## config.mk

```make
export PLATFORM = sky130hd
export DESIGN_NAME = wb_arbiter
export DESIGN_NICKNAME = d
export VERILOG_FILES = /design/src/rtl/wb_arbiter.sv
export SDC_FILE = /design/constraint.sdc
export NUM_CORES = 1
export LEC_CHECK = 0
export ABC_CLOCK_PERIOD_IN_PS = 3900
export CAP_MARGIN = 20
export CORE_MARGIN = 2
export CORE_UTILIZATION = 55
export DETAILED_ROUTE_END_ITERATION = 12
export DONT_BUFFER_PORTS = 1
export PLACE_DENSITY = 0.72
export SYNTH_ARGS = -nofsm -noshare
export SYNTH_HDL_FRONTEND = slang
export SYNTH_HIERARCHICAL = 1
export SYNTH_SLANG_ARGS = --single-unit
export TNS_END_PERCENT = 1
```

## constraint.sdc

```tcl
create_clock -name clk -period 3.9 [get_ports clk]
set_input_delay 0.39 -clock clk [delete_from_list [all_inputs] [get_ports clk]]
set_output_delay 0.39 -clock clk [all_outputs]
set_load 0.05 [all_outputs]
```

## src/rtl/wb_arbiter.sv

```systemverilog
// rtl/wb_arbiter.sv - two-source register-file writeback arbiter with per-source FIFO queues
//
// wb_arbiter_queue : one source's writeback FIFO (DEPTH entries of addr/data)
//   clk, rst              clock, synchronous active-low reset
//   push_valid/ready      beat handshake; push_addr/push_data sampled on acceptance
//   pop                   dequeue the head this edge (only asserted while head_valid)
//   head_valid/addr/data  oldest queued entry
//   busy                  one bit per destination register held by a valid entry
//
// wb_arbiter : top level
//   clk, rst                          clock, synchronous active-low reset (0 = reset)
//   a_valid/a_ready/a_addr/a_data     source A (ALU pipe) writeback beats
//   b_valid/b_ready/b_addr/b_data     source B (LSU/MDU) writeback beats
//   we/waddr/wdata                    registered regfile write port
//   busy                              registers targeted by any queued or pending write

module wb_arbiter_queue #(
    parameter int DEPTH = 2
) (
    input  logic        clk,
    input  logic        rst,
    input  logic        push_valid,
    output logic        push_ready,
    input  logic [4:0]  push_addr,
    input  logic [63:0] push_data,
    input  logic        pop,
    output logic        head_valid,
    output logic [4:0]  head_addr,
    output logic [63:0] head_data,
    output logic [31:0] busy
);
    localparam int PW = (DEPTH > 1) ? $clog2(DEPTH) : 1;
    localparam int CW = PW + 1;

    logic [4:0]    addr_mem [DEPTH];
    logic [63:0]   data_mem [DEPTH];
    logic [PW-1:0] wr_ptr;
    logic [PW-1:0] rd_ptr;
    logic [CW-1:0] count;
    logic [PW-1:0] offs;
    logic          push;

    // Ready looks only at the current count, so a full queue refuses a beat
    // even when its head is being granted on the same edge.
    assign push_ready = rst && (count < CW'(DEPTH));

    // Register 0 writes are acknowledged but dropped.
    assign push       = push_valid && push_ready && (push_addr != 5'd0);
    assign head_valid = (count != '0);
    assign head_addr  = addr_mem[rd_ptr];
    assign head_data  = data_mem[rd_ptr];

    always_ff @(posedge clk) begin
        if (!rst) begin
            wr_ptr <= '0;
            rd_ptr <= '0;
            count  <= '0;
        end else begin
            if (push) wr_ptr <= wr_ptr + 1'b1;
            if (pop)  rd_ptr <= rd_ptr + 1'b1;
            count <= count + CW'(push) - CW'(pop);
        end
    end

    // Storage needs no reset: entries are only observed through count.
    always_ff @(posedge clk) begin
        if (push) begin
            addr_mem[wr_ptr] <= push_addr;
            data_mem[wr_ptr] <= push_data;
        end
    end

    // An entry is live when its distance from the read pointer is below count.
    always_comb begin
        busy = '0;
        offs = '0;
        for (int i = 0; i < DEPTH; i++) begin
            offs = PW'(i) - rd_ptr;
            if ({1'b0, offs} < count) busy[addr_mem[i]] = 1'b1;
        end
    end
endmodule

module wb_arbiter #(
    parameter int DEPTH        = 2,
    parameter int STARVE_LIMIT = 4
) (
    input  logic        clk,
    input  logic        rst,
    input  logic        a_valid,
    output logic        a_ready,
    input  logic [4:0]  a_addr,
    input  logic [63:0] a_data,
    input  logic        b_valid,
    output logic        b_ready,
    input  logic [4:0]  b_addr,
    input  logic [63:0] b_data,
    output logic        we,
    output logic [4:0]  waddr,
    output logic [63:0] wdata,
    output logic [31:0] busy
);
    localparam int SW = $clog2(STARVE_LIMIT + 1);

    logic          a_head_valid;
    logic [4:0]    a_head_addr;
    logic [63:0]   a_head_data;
    logic [31:0]   a_busy;
    logic          b_head_valid;
    logic [4:0]    b_head_addr;
    logic [63:0]   b_head_data;
    logic [31:0]   b_busy;
    logic          grant_a;
    logic          grant_b;
    logic [SW-1:0] starve;
    logic [31:0]   we_onehot;

    wb_arbiter_queue #(.DEPTH(DEPTH)) u_queue_a (
        .clk        (clk),
        .rst        (rst),
        .push_valid (a_valid),
        .push_ready (a_ready),
        .push_addr  (a_addr),
        .push_data  (a_data),
        .pop        (grant_a),
        .head_valid (a_head_valid),
        .head_addr  (a_head_addr),
        .head_data  (a_head_data),
        .busy       (a_busy)
    );

    wb_arbiter_queue #(.DEPTH(DEPTH)) u_queue_b (
        .clk        (clk),
        .rst        (rst),
        .push_valid (b_valid),
        .push_ready (b_ready),
        .push_addr  (b_addr),
        .push_data  (b_data),
        .pop        (grant_b),
        .head_valid (b_head_valid),
        .head_addr  (b_head_addr),
        .head_data  (b_head_data),
        .busy       (b_busy)
    );

    // A normally wins; B wins when alone or once it has lost STARVE_LIMIT times in a row.
    assign grant_b = b_head_valid && (!a_head_valid || (starve == SW'(STARVE_LIMIT)));
    assign grant_a = a_head_valid && !grant_b;

    always_ff @(posedge clk) begin
        if (!rst) begin
            starve <= '0;
        end else if (!b_head_valid || grant_b) begin
            starve <= '0;
        end else if (grant_a && (starve != SW'(STARVE_LIMIT))) begin
            starve <= starve + 1'b1;
        end
    end

    always_ff @(posedge clk) begin
        if (!rst) begin
            we    <= 1'b0;
            waddr <= '0;
            wdata <= '0;
        end else begin
            we <= grant_a || grant_b;
            if (grant_a) begin
                waddr <= a_head_addr;
                wdata <= a_head_data;
            end else if (grant_b) begin
                waddr <= b_head_addr;
                wdata <= b_head_data;
            end
        end
    end

    assign we_onehot = we ? (32'd1 << waddr) : 32'd0;
    assign busy      = rst ? ((a_busy | b_busy | we_onehot) & ~32'd1) : 32'd0;
endmodule

```

* Word level (Yosys, flattened, before mapping)
Memories as Yosys holds them, arrays and structs flattened. A register that Yosys moved wholly into a read port is not among the register bits.
Index checks and enable logic that the tools add are counted.
** Word-level totals
- Memory bits (read-only) :: 0
- Output and inout port bits :: 104
- Memory bits (writable) :: 276
- Word-level logic and storage cells :: 104
- Bits in latches :: 0
- Register bits after elaboration :: 81
- Memories :: 4
** Cells by class
- Bitwise gates (word level) :: 5
- Divide/modulo/power cells :: 0
- Mux-type cells :: 30
- Shift operators :: 1
- Add/subtract/negate cells :: 13
- Reductions and logical operators :: 25
- $lt $le $gt $ge :: 14
- Equal/unequal tests :: 2
- Multipliers :: 0
** Memory list
- u_queue_a.data_mem :: depth 2, width 64, rd ports 1, clocked after Yosys merged registers in 1, wr ports 1, RTL line 36 : logic [63:0] data_mem [DEPTH];
- u_queue_b.data_mem :: depth 2, width 64, rd ports 1, clocked after Yosys merged registers in 1, wr ports 1, RTL line 36
- u_queue_a.addr_mem :: depth 2, width 5, rd ports 3, clocked after Yosys merged registers in 1, wr ports 1, RTL line 35 : logic [4:0] addr_mem [DEPTH];
- u_queue_b.addr_mem :: depth 2, width 5, rd ports 3, clocked after Yosys merged registers in 1, wr ports 1, RTL line 35
** Operator list (number)
- 2-to-1 mux 32 bit :: 6
- 2-to-1 mux 64 bit :: 2
- bitwise OR 32 bit :: 4
- left shift 1 x 5 -> 32 bit, first input constant :: 1
- less-than comparator 5 x 6 -> 1 bit, second input constant :: 4
- demux 1 bit (select 5 bit) :: 4
- greater-or-equal comparator 5 x 1 -> 1 bit, second input constant :: 4
- 2-to-1 mux 1 bit :: 16
- logical AND 1 bit :: 13
- 2-to-1 mux 5 bit :: 2
- nonzero test 5 bit :: 2
- less-than comparator 1 x 2 -> 1 bit :: 4
- nonzero test 2 bit :: 3
- adder 1 bit, second input constant :: 4
- adder 2 x 1 -> 2 bit :: 2
- less-than comparator 2 bit, second input constant :: 2
- subtractor 1 bit, first input constant :: 4
- subtractor 2 x 1 -> 2 bit :: 2
- adder 3 x 1 -> 3 bit, second input constant :: 1
- equality test 3 bit, second input constant :: 1
- zero test 1 bit :: 3
- logical OR 1 bit :: 3
- inequality test 3 bit, second input constant :: 1
- OR reduction 2 bit :: 1
- NOT 1 bit :: 1

* Longest topological paths before layout
Gate-level depths: netlist of run 1.
- Depth after elaboration :: 10
- Gate-level depth with buffers :: 10
- Mapped depth without buffers :: 10

* Hierarchy
Netlist of run 1, hierarchy kept.
** By module, submodules not included
- wb_arbiter_queue at u_queue_a :: cells each 318, seq. area each 4244.1 um2, area an instance 5738.0 um2, instances 1
- wb_arbiter_queue at u_queue_b :: cells each 314, seq. area each 4244.1 um2, area an instance 5723.0 um2, instances 1
- wb_arbiter :: cells each 333, seq. area each 1461.4 um2, area an instance 3419.5 um2, instances 1

* Least setup slack after synthesis of run 1
Ideal clock, no wire load.
- Kind :: register -> register
- Start point :: register u_queue_a.count[1]
- End point :: memory u_queue_a.addr_mem[0][0], enable pin
- Cell stages (with the launch flop) :: 5
- Buffers on the path :: 1
- Data arrival time :: 4.087 ns
- Required time :: 3.403 ns
- Setup slack :: -0.684 ns
- Cell sequence :: dfxtp_1 buf_4 and2b_1 o311ai_4 nor2_1
** Between the ends
- Cells in the longest elaborated chain, start to end :: 6
** Ends and longest elaborated chain
- start, declared :: RTL line 39 : logic [CW-1:0] count;
- start signal, assigned :: RTL line 61 : count <= count + CW'(push) - CW'(pop);
- less-than comparator 2 bit :: RTL line 45 : assign push_ready = rst && (count < CW'(DEPTH));
- logical AND 1 bit :: RTL line 45
- named net a_ready :: RTL line 91 : output logic a_ready,
- logical AND 1 bit (2 in series) :: RTL line 48 : assign push = push_valid && push_ready && (push_addr != 5'd0);
- 2-to-1 mux 1 bit :: RTL line 67 : if (push) begin
- 2-to-1 mux 1 bit (not written as such) :: RTL line 68 : addr_mem[wr_ptr] <= push_addr;
- end, declared :: RTL line 35
The timed path passes the listed nets, and every way through them passes these cells.

* Worst setup path in the final report of run 1
- Start point :: register waddr[4]
- End point :: output busy[27]
** Between the ends
- Cells in the longest elaborated chain, start to end :: 4
** Ends and longest elaborated chain
- start, declared :: RTL line 99 : output logic [4:0] waddr,
- start signal, assigned :: RTL line 168 : waddr <= a_head_addr;
- start signal, assigned :: RTL line 171 : waddr <= b_head_addr;
- left shift 1 x 5 -> 32 bit :: RTL line 177 : assign we_onehot = we ? (32'd1 << waddr) : 32'd0;
- 2-to-1 mux 32 bit :: RTL line 177
- bitwise OR 32 bit :: RTL line 178 : assign busy = rst ? ((a_busy | b_busy | we_onehot) & ~32'd1) : 32'd0;
- 2-to-1 mux 32 bit :: RTL line 178
- end, declared :: RTL line 101 : output logic [31:0] busy
Every way passes these cells.

==> results of run 1 <==
per-layer routing:
layer,global-route usage (%),vias to the layer above,routed length [um]
li1,-,4085,-
met3,6.06,76,2380
met2,42.7,366,18000
met1,31.7,4533,14400
met4,9.60,0,1200
met5,0,-,0
state kept, by name, summed over array words and instances (netlist names), named ones only:
register,count
u_queue_a/data_mem,128
u_queue_b/data_mem,128
wdata,64
u_queue_a/addr_mem,10
u_queue_b/addr_mem,10
waddr,5
starve,3
u_queue_a/count,2
u_queue_b/count,2
u_queue_a/rd_ptr,1
u_queue_a/wr_ptr,1
u_queue_b/rd_ptr,1
u_queue_b/wr_ptr,1
we,1
cells in the final DEF (no fill, tap or decap), types with 4 or more instances in the layout:
cell type      count
edfxtp_1         276
dlygate4sd3_1    141
mux2_2           136
dfxtp_1           81
and2_1            73
a221o_1           69
o22ai_1           62
nor2_1            44
clkbuf_16         37
o31a_1            31
nand3b_1          17
nand2_1           16
clkbuf_1          13
inv_1              8
or3b_1             8
nand3_1            6
ha_1               6
clkinv_2           6
o21ai_2            6
and3_1             5
buf_12             5
or3_1              4
clkinv_1           4
nor2b_1            4
nand3b_2           4
nor2_4             4
xnor2_1            4
critical path, stage by stage, from the launching register on:
cell	delay, ns
dfxtp_1	0.74
nand3_1	0.48
nor2_1	0.22
o31a_1	0.53
power by group through the flow:
stage / Sequential (W) / Clock [W] / Combinational (W)
after floorplan: 0.00647 / 0 / 0.00190
after global placement: 0.00689 / 0 / 0.00201
after detailed placement: 0.00690 / 0 / 0.00204
after CTS: 0.00683 / 0.00336 / 0.00218
after global routing: 0.00693 / 0.00351 / 0.00235
final: 0.00684 / 0.00332 / 0.00219
final cells by class:
type | count | area (um2) | area share, %
flip-flops and latches | 359 | 9960 | 56.4
multi-input cells | 542 | 4560 | 25.8
repair buffers | 149 | 1530 | 8.69
clock buffers | 52 | 1000 | 5.68
well taps | 341 | 427 | 2.42
clock inverters | 15 | 130 | 0.737
inverters | 8 | 30.0 | 0.170
diodes | 3 | 7.51 | 0.0425
metrics by stage:
stage | std cells | hold slack [ns] | setup slack (ns) | total power, W
floorplan | 963 | 0.425 | -0.684 | 0.00837
global placement | 1258 | 0.445 | 1.40 | 0.00890
detailed placement | 1258 | 0.450 | 1.34 | 0.00894
CTS | 1465 | 0.00187 | 1.03 | 0.0124
global route | 1469 | 0.00231 | 0.865 | 0.0128
finish | 1469 | 0.0305 | 1.02 | 0.0123
path summary, 6_finish.rpt:
check	startpoint	to	slack, ns
worst max register to register	u_queue_b/count[1]$_SDFF_PN0_	u_queue_b/data_mem[0][36]$_DFFE_PP_	1.35
worst min-delay path	rst	u_queue_a/count[1]$_SDFF_PN0_	0.03
worst max-delay path	waddr[4]$_SDFFE_PN0P_	busy[27]	1.02
worst min register to register	starve[0]$_SDFFE_PP0P_	starve[0]$_SDFFE_PP0P_	0.45
==> flow_metrics.tcl, run 1 <==
set metrics [dict create \
    outcome "finished, final reports clean" \
    drv_slew 0 \
    power.internal_w 0.00786 \
    initial_core_util_pct 55.6 \
    port_buffers 0 \
    numCtsBuffers 37 \
    wl_per_cell_um 24.5 \
    synth.net_count 1111 \
    swShare_pct 36.3 \
    holdPathStages 1 \
    route.detailed.drc 0 \
    num_io_pins 246 \
    period_share_pct 73.8 \
    gp_congestion 0.908 \
    p_per_area_nw_per_um2 699 \
    layout.nets 1245 \
    reg2reg_depth 4 \
    vias_per_cell 6.17 \
    clock_latency_ns 0.52 \
    cts.sinks 359 \
    num_rows 60 \
    ant_nets 0 \
    grt_overflow 0 \
    clkPwrFrac_pct 26.9 \
    cts.htree.levels 2 \
    seq_power_share_pct 55.4 \
    worstPathArrival_ns 2.49 \
    period_needed_ns 2.88 \
    setup_viol 0 \
    ir_drop_uv 483 \
    worst_setup_path_start_kind "register" \
    maxCapViolCount 0 \
    die_x_um 168 \
    die_y_um 168 \
    cts_tree "yes" \
    syn_area_per_cell_um2 15.4 \
    synth_cells 963 \
    yosysWarnings 6 \
    drt-total-wl_mm 35.9 \
    tns_ns 0 \
    hold_path.class "in -> reg" \
    drive_gt1_share_pct 20.4 \
    antenna_found_initial 3 \
    fin_worst_skew_ns 0.0204 \
    first_pass_iters 5 \
    cts_resized 0 \
    worst_setup_path_end_kind "output port" \
    leakage_nw 5.89 \
    cts.reportedPaths.clkPinSlew_ns 0.06 \
    nFillCells 1881 \
    worstPathRequired_ns 3.51 \
    fmax_mhz 347 \
    post-route-cell-area_um2 17600 \
    switching_power_w 0.00448 \
    grt_pass1_wl_mm 54.9 \
    syn_to_final_growth_pct 18.7 \
    vias 9060 \
    synth_area_um2 14900 \
    die_area_um2 28400 \
    root_buffer "clkbuf_16" \
    grt_use_total_pct 25.3 \
    dp_hpwl_mm 21.5 \
    drt_iter0_drc 771 \
    hold_viol_final 0 \
    holdBufCountCts 140 \
    final_util_pct 66.0 \
    worst-setup-path-type "reg -> out" \
    clk_path_buf_depth 3 \
    cp_max_fo 8 \
    rsz0062_at_grt "no" \
    grt_max_degree 70 \
    p_comb_share_pct 17.7 \
    postCtsSetupRepairBufs 0 \
    relSlewSlack_pct 27.5 \
    place_area_um2 15100 \
    coreArea_um2 26700 \
    worst_pin_slew_ns 1.09 \
    grt_pass1_vias 9377 \
]
Power figures use the tool's default switching activity.
==> run 2, diff against run 1 <==
--- a/config.mk
+++ b/config.mk
@@ -5,13 +5,14 @@
 export SDC_FILE = /design/constraint.sdc
 export NUM_CORES = 1
 export LEC_CHECK = 0
-export ABC_CLOCK_PERIOD_IN_PS = 3900
+export ABC_AREA = 1
+export ABC_CLOCK_PERIOD_IN_PS = 2900
 export CAP_MARGIN = 20
 export CORE_MARGIN = 2
 export CORE_UTILIZATION = 55
 export DETAILED_ROUTE_END_ITERATION = 12
 export DONT_BUFFER_PORTS = 1
-export PLACE_DENSITY = 0.72
+export PLACE_DENSITY = 0.69
 export SYNTH_ARGS = -nofsm -noshare
 export SYNTH_HDL_FRONTEND = slang
 export SYNTH_HIERARCHICAL = 1
==> constraint.sdc (replaced) <==
create_clock -name clk -period 2.9 [get_ports clk]
set_input_delay 0.29 -clock clk [delete_from_list [all_inputs] [get_ports clk]]
set_output_delay 0.29 -clock clk [all_outputs]
set_load 0.05 [all_outputs]
==> run 2 against run 1 <==
Power rose by 41%. Largest cell class unchanged. Synthesized cell count increased by 52%. Wire length increased by 11%. Critical path type unchanged. Largest power group unchanged. Count of clock-buffer cells in the layout up 10. Global-route usage up 1.0 points.
==> flow_metrics.tcl, run 2 <==
set metrics [dict create \
    outcome "finished, final reports clean" \
    grt_pass1_wl_mm 62.1 \
    root_buffer "clkbuf_16" \
    grt_use_total_pct 26.3 \
    num_io_pins 246 \
    numCtsBuffers 39 \
    largestRegisters "u_queue_a/data_mem: 128 flops, u_queue_b/data_mem: 128 flops, wdata: 64 flops" \
    whs_ns 0.0870 \
    p_per_area_nw_per_um2 917 \
    wl_per_cell_um 19.5 \
    ant_nets 0 \
    ir_drop_uv 642 \
    vias_per_cell 5.51 \
    grt_overflow 0 \
    maxCapViolCount 0 \
    layout_setup_ws_ns 0.282 \
    fmax_mhz 382 \
    synth_area_um2 15800 \
    synth.net_count 1613 \
    critPathLaunch "waddr[4]$_SDFFE_PN0P_" \
    leakage_nw 7.52 \
    clock_latency_ns 0.53 \
    die_x_um 173 \
    place_ws_ns 0.709 \
    yosysWarnings 6 \
    gp_congestion 0.981 \
    cts.sinks 359 \
    num_rows 61 \
    synth_cells 1465 \
    layout_commonest_cell "edfxtp_1" \
    r2r_slack_ns 0.78 \
    cts_tree "yes" \
    nFillCells 2045 \
    cts.htree.levels 2 \
    worstPathRequired_ns 2.61 \
    post-route-cell-area_um2 19000 \
    route.detailed.drc 0 \
    layout.nets 1784 \
    port_buffers 0 \
    drive_gt1_share_pct 15.1 \
    cp_max_fo 8 \
    grt_pass1_vias 11500 \
    drv_slew 0 \
    hold_path.class "in -> reg" \
    cts.reportedPaths.clkPinSlew_ns 0.06 \
    drt_iter0_drc 846 \
    worst_setup_path_start_kind "register" \
    drt-total-wl_mm 39.8 \
    antenna_found_initial 2 \
    syn_to_final_growth_pct 20.3 \
    place_area_um2 16300 \
    hold_viol_final 0 \
    fin_worst_skew_ns 0.0158 \
    worst-setup-path-type "reg -> out" \
    worstPathArrival_ns 2.33 \
    dp_hpwl_mm 24.6 \
    tns_ns 0 \
    rsz0062_at_grt "no" \
    relSlewSlack_pct 41.8 \
    worst_pin_slew_ns 0.872 \
    coreArea_um2 28000 \
    setup_viol 0 \
    clk_path_buf_depth 3 \
    worstHoldStart "a_addr[0]" \
    vias 11300 \
    first_pass_iters 5 \
    die_y_um 173 \
    initial_core_util_pct 56.3 \
    worst_setup_path_end_kind "output port" \
    syn_area_per_cell_um2 10.8 \
    mostFrequentLayoutCells "edfxtp_1, nand2_1, nand3_1" \
    grt_max_degree 70 \
    r2r-start "starve[0]$_SDFFE_PP0P_" \
    postCtsSetupRepairBufs 0 \
    die_area_um2 30000 \
    period_needed_ns 2.62 \
    period_share_pct 90.3 \
]
[run 2: path summary, 6_finish.rpt]
check	to	depth (start not counted)
worst max register to register	wdata[34]$_SDFFE_PN0P_	9
worst min-delay path	u_queue_a/wr_ptr$_SDFFE_PN0P_	4
worst max-delay path	busy[19]	5
worst min register to register	starve[0]$_SDFFE_PP0P_	1
[run 2: layer usage]
| metal | share of wire, % | global-route usage [%] | vias up |
|---|---|---|---|
| met2 | 49 | 44.8 | 481 |
| met5 | 0 | 0 | - |
| li1 | - | - | 5320 |
| met4 | 3.2 | 10.6 | 0 |
| met1 | 40 | 32.8 | 5393 |
| met3 | 8.1 | 5.64 | 82 |
[run 2: what timing repair did]
action                     4_1_cts  5_1_grt
resized for setup                0        1
hold endpoints to repair       289        0
setup endpoints to repair        0        2
hold buffers                   139        0
[run 2: per-stage QoR]
step           utilization, %  total power [W]  std cells
3_3_place_gp             58.3           0.0124       1834
2_1_floorplan               -           0.0114       1465
3_5_place_dp             58.3           0.0125       1834
5_1_grt                  67.7           0.0182       2047
6_report                 67.7           0.0174       2047
4_1_cts                  67.7           0.0174       2045
[run 2: cell type report]
class                      count  area, um2  share of cell area, %
antenna                        2       5.00                 0.0264
clock buffer                  62       1140                   6.04
tap                          378        473                   2.49
timing repair buffer         192       1810                   9.57
clock inverter                10       92.6                  0.488
multi-input combinational    850       4750                   25.0
inverter                     194        729                   3.85
sequential                   359       9960                   52.5
[run 2: report_power, final]
group / switching, W / total [W] / internal (W)
Clock: 0.00194 / 0.00476 / 0.00281
Sequential: 0.00181 / 0.00808 / 0.00627
Combinational: 0.00286 / 0.00456 / 0.00170
Total: 0.00661 / 0.0174 / 0.0108
[run 2: critical path, stage by stage, from the launching register on]
cell and delay (ns):
dfxtp_1 0.71, nand2_1 0.18, nor2_2 0.35, nand2_1 0.11, a21oi_1 0.21, buf_4 0.24
==> run 3, diff against run 2 <==
--- a/config.mk
+++ b/config.mk
@@ -12,7 +12,7 @@
 export CORE_UTILIZATION = 55
 export DETAILED_ROUTE_END_ITERATION = 12
 export DONT_BUFFER_PORTS = 1
-export PLACE_DENSITY = 0.69
+export PLACE_DENSITY = 0.77
 export SYNTH_ARGS = -nofsm -noshare
 export SYNTH_HDL_FRONTEND = slang
 export SYNTH_HIERARCHICAL = 1
==> run 3 against run 2 <==
Flip-flop and latch count is the same. Clock skew shrank 0.0025 ns. Worst setup slack lost 0.14 ns. Wire length grew 4.9%. Hold slack gained 0.021 ns. Sequential share of layout area shrank 0.15 points. Sequential power is essentially flat. Fmax shrank 5.2%. Highest routed layer unchanged. Register-to-register slack lost 0.08 ns. Power grew 1.4%. Largest power group unchanged. Cell area grew 0.28%. Global-route usage grew 1.1 points.
==> flow_metrics.tcl, run 3 (same netlist as run 2, synthesis figures left out) <==
set metrics [dict create \
    ant_nets 0 \
    vias_per_cell 5.63 \
    place_area_um2 16300 \
    drt_iter0_drc 1125 \
    num_rows 61 \
    wl_per_cell_um 20.4 \
    nFillCells 2048 \
    power_w 0.0176 \
    mostFrequentLayoutCells "edfxtp_1, nand2_1, nand3_1" \
    grt_overflow 0 \
    maxCapViolCount 0 \
    worstPathRequired_ns 2.61 \
    first_pass_iters 6 \
    coreArea_um2 28000 \
    p_per_area_nw_per_um2 927 \
    cts_tree "yes" \
    hold_path.class "in -> reg" \
    worstPathArrival_ns 2.47 \
    final-seq-area_um2 9960 \
    outcome "finished, final reports clean" \
    place_ws_ns 0.715 \
    layout_commonest_cell "edfxtp_1" \
    root_buffer "clkbuf_16" \
    port_buffers 0 \
    worst-setup-path-type "reg -> out" \
    vias 11500 \
    ir_drop_uv 770 \
    cts.sinks 359 \
    dp_hpwl_mm 25.5 \
    fin_worst_skew_ns 0.0133 \
    antenna_found_initial 3 \
    gp_congestion 0.938 \
    period_share_pct 95.2 \
    dp_cells 1833 \
    num_io_pins 246 \
    layout.nets 1782 \
    setup_viol 0 \
    cp_max_fo 5 \
    route.detailed.drc 0 \
    drt-total-wl_mm 41.8 \
    rsz0062_at_grt "no" \
    numCtsBuffers 38 \
    grt_pass1_vias 11700 \
    cts.htree.levels 2 \
    worst_setup_path_start_kind "register" \
    hold_viol_final 0 \
    post-route-cell-area_um2 19000 \
    clk_path_buf_depth 3 \
    multi_input_comb_area_um2 4750 \
    die_area_um2 30000 \
    die_x_um 173 \
    cts.reportedPaths.clkPinSlew_ns 0.06 \
    initial_core_util_pct 56.3 \
    grt_max_degree 70 \
    fmax_mhz 362 \
    die_y_um 173 \
    largestRegisters "u_queue_a/data_mem: 128 flops, u_queue_b/data_mem: 128 flops, wdata: 64 flops" \
    fin_cells 2044 \
    syn_to_final_growth_pct 20.6 \
    grt_use_total_pct 27.4 \
    clock_latency_ns 0.53 \
    worst_pin_slew_ns 0.882 \
    relSlewSlack_pct 41.2 \
    drv_slew 0 \
    drive_gt1_share_pct 15.4 \
    period_needed_ns 2.76 \
    worst_setup_path_end_kind "output port" \
    grt_pass1_wl_mm 64.5 \
    layout_setup_ws_ns 0.138 \
    leakage_nw 7.53 \
]
-- run 3: cell types whose count changed in the layout (fill, tap and decap cells not counted), moves of 2 or more --
| cell | delta |
|---|---|
| buf_12 | +2 |
| buf_4 | -3 |
| bufinv_16 | +3 |
| clkbuf_1 | -13 |
| clkbuf_16 | -2 |
| clkbuf_8 | -2 |
| clkinv_1 | +4 |
| clkinv_2 | +3 |
| clkinvlp_4 | +3 |
| inv_6 | +2 |
-- run 3: timing repair --
item / in CTS / in global routing
hold endpoints to repair: 289 / 0
resized for setup: 0 / 0
hold buffers: 139 / 0
setup endpoints to repair: 0 / 0
setup buffers: 0 / 0
-- run 3: layer usage --
layer | part of all wire (%) | global-route usage (%) | vias up
met5 | 0 | 0 | -
met4 | 3.3 | 11.0 | 0
met3 | 8.4 | 6.12 | 94
met2 | 50 | 46.7 | 544
met1 | 39 | 34.0 | 5550
li1 | - | - | 5315
-- run 3: path summary, 6_finish.rpt --
kind	start	endpoint	slack [ns]	cells after the start
min reg2reg	starve[0]$_SDFFE_PP0P_	starve[0]$_SDFFE_PP0P_	0.45	1
max reg2reg	u_queue_b/count[1]$_SDFF_PN0_	wdata[50]$_SDFFE_PN0P_	0.70	8
max	u_queue_b/addr_mem[0][3]$_DFFE_PP_	busy[12]	0.14	7
min	a_addr[0]	u_queue_a/wr_ptr$_SDFFE_PN0P_	0.11	4
-- run 3: final cells by class --
class	count	share of cell area, %
sequential	359	52.4
clock buffer	45	5.36
tap	378	2.49
timing repair buffer	191	9.63
multi-input combinational	850	25.0
inverter	194	3.84
clock inverter	25	1.33
antenna	2	0.0263
-- run 3: where the power goes --
part	leakage [nW]	switching, W	internal, W
clock network	0.615	0.00202	0.00290
logic	3.71	0.00291	0.00172
registers	3.21	0.00183	0.00627
-- run 3: metrics by stage --
step,utilization [%],hold slack [ns],setup TNS [ns]
after floorplan,-,0.383,-1.91
after global routing,67.9,0.133,0
after CTS,67.9,0.102,0
final,67.9,0.108,0
after global placement,58.4,0.389,0
after detailed placement,58.4,0.389,0
-- run 3: worst max-delay path, cell delays in order, from the launching register on --
cell and delay [ns]:
edfxtp_1 0.40, inv_1 0.12, nor3_1 0.50, nand3_1 0.12, o21ai_0 0.20, nor2_1 0.11, a21oi_1 0.25, buf_4 0.25
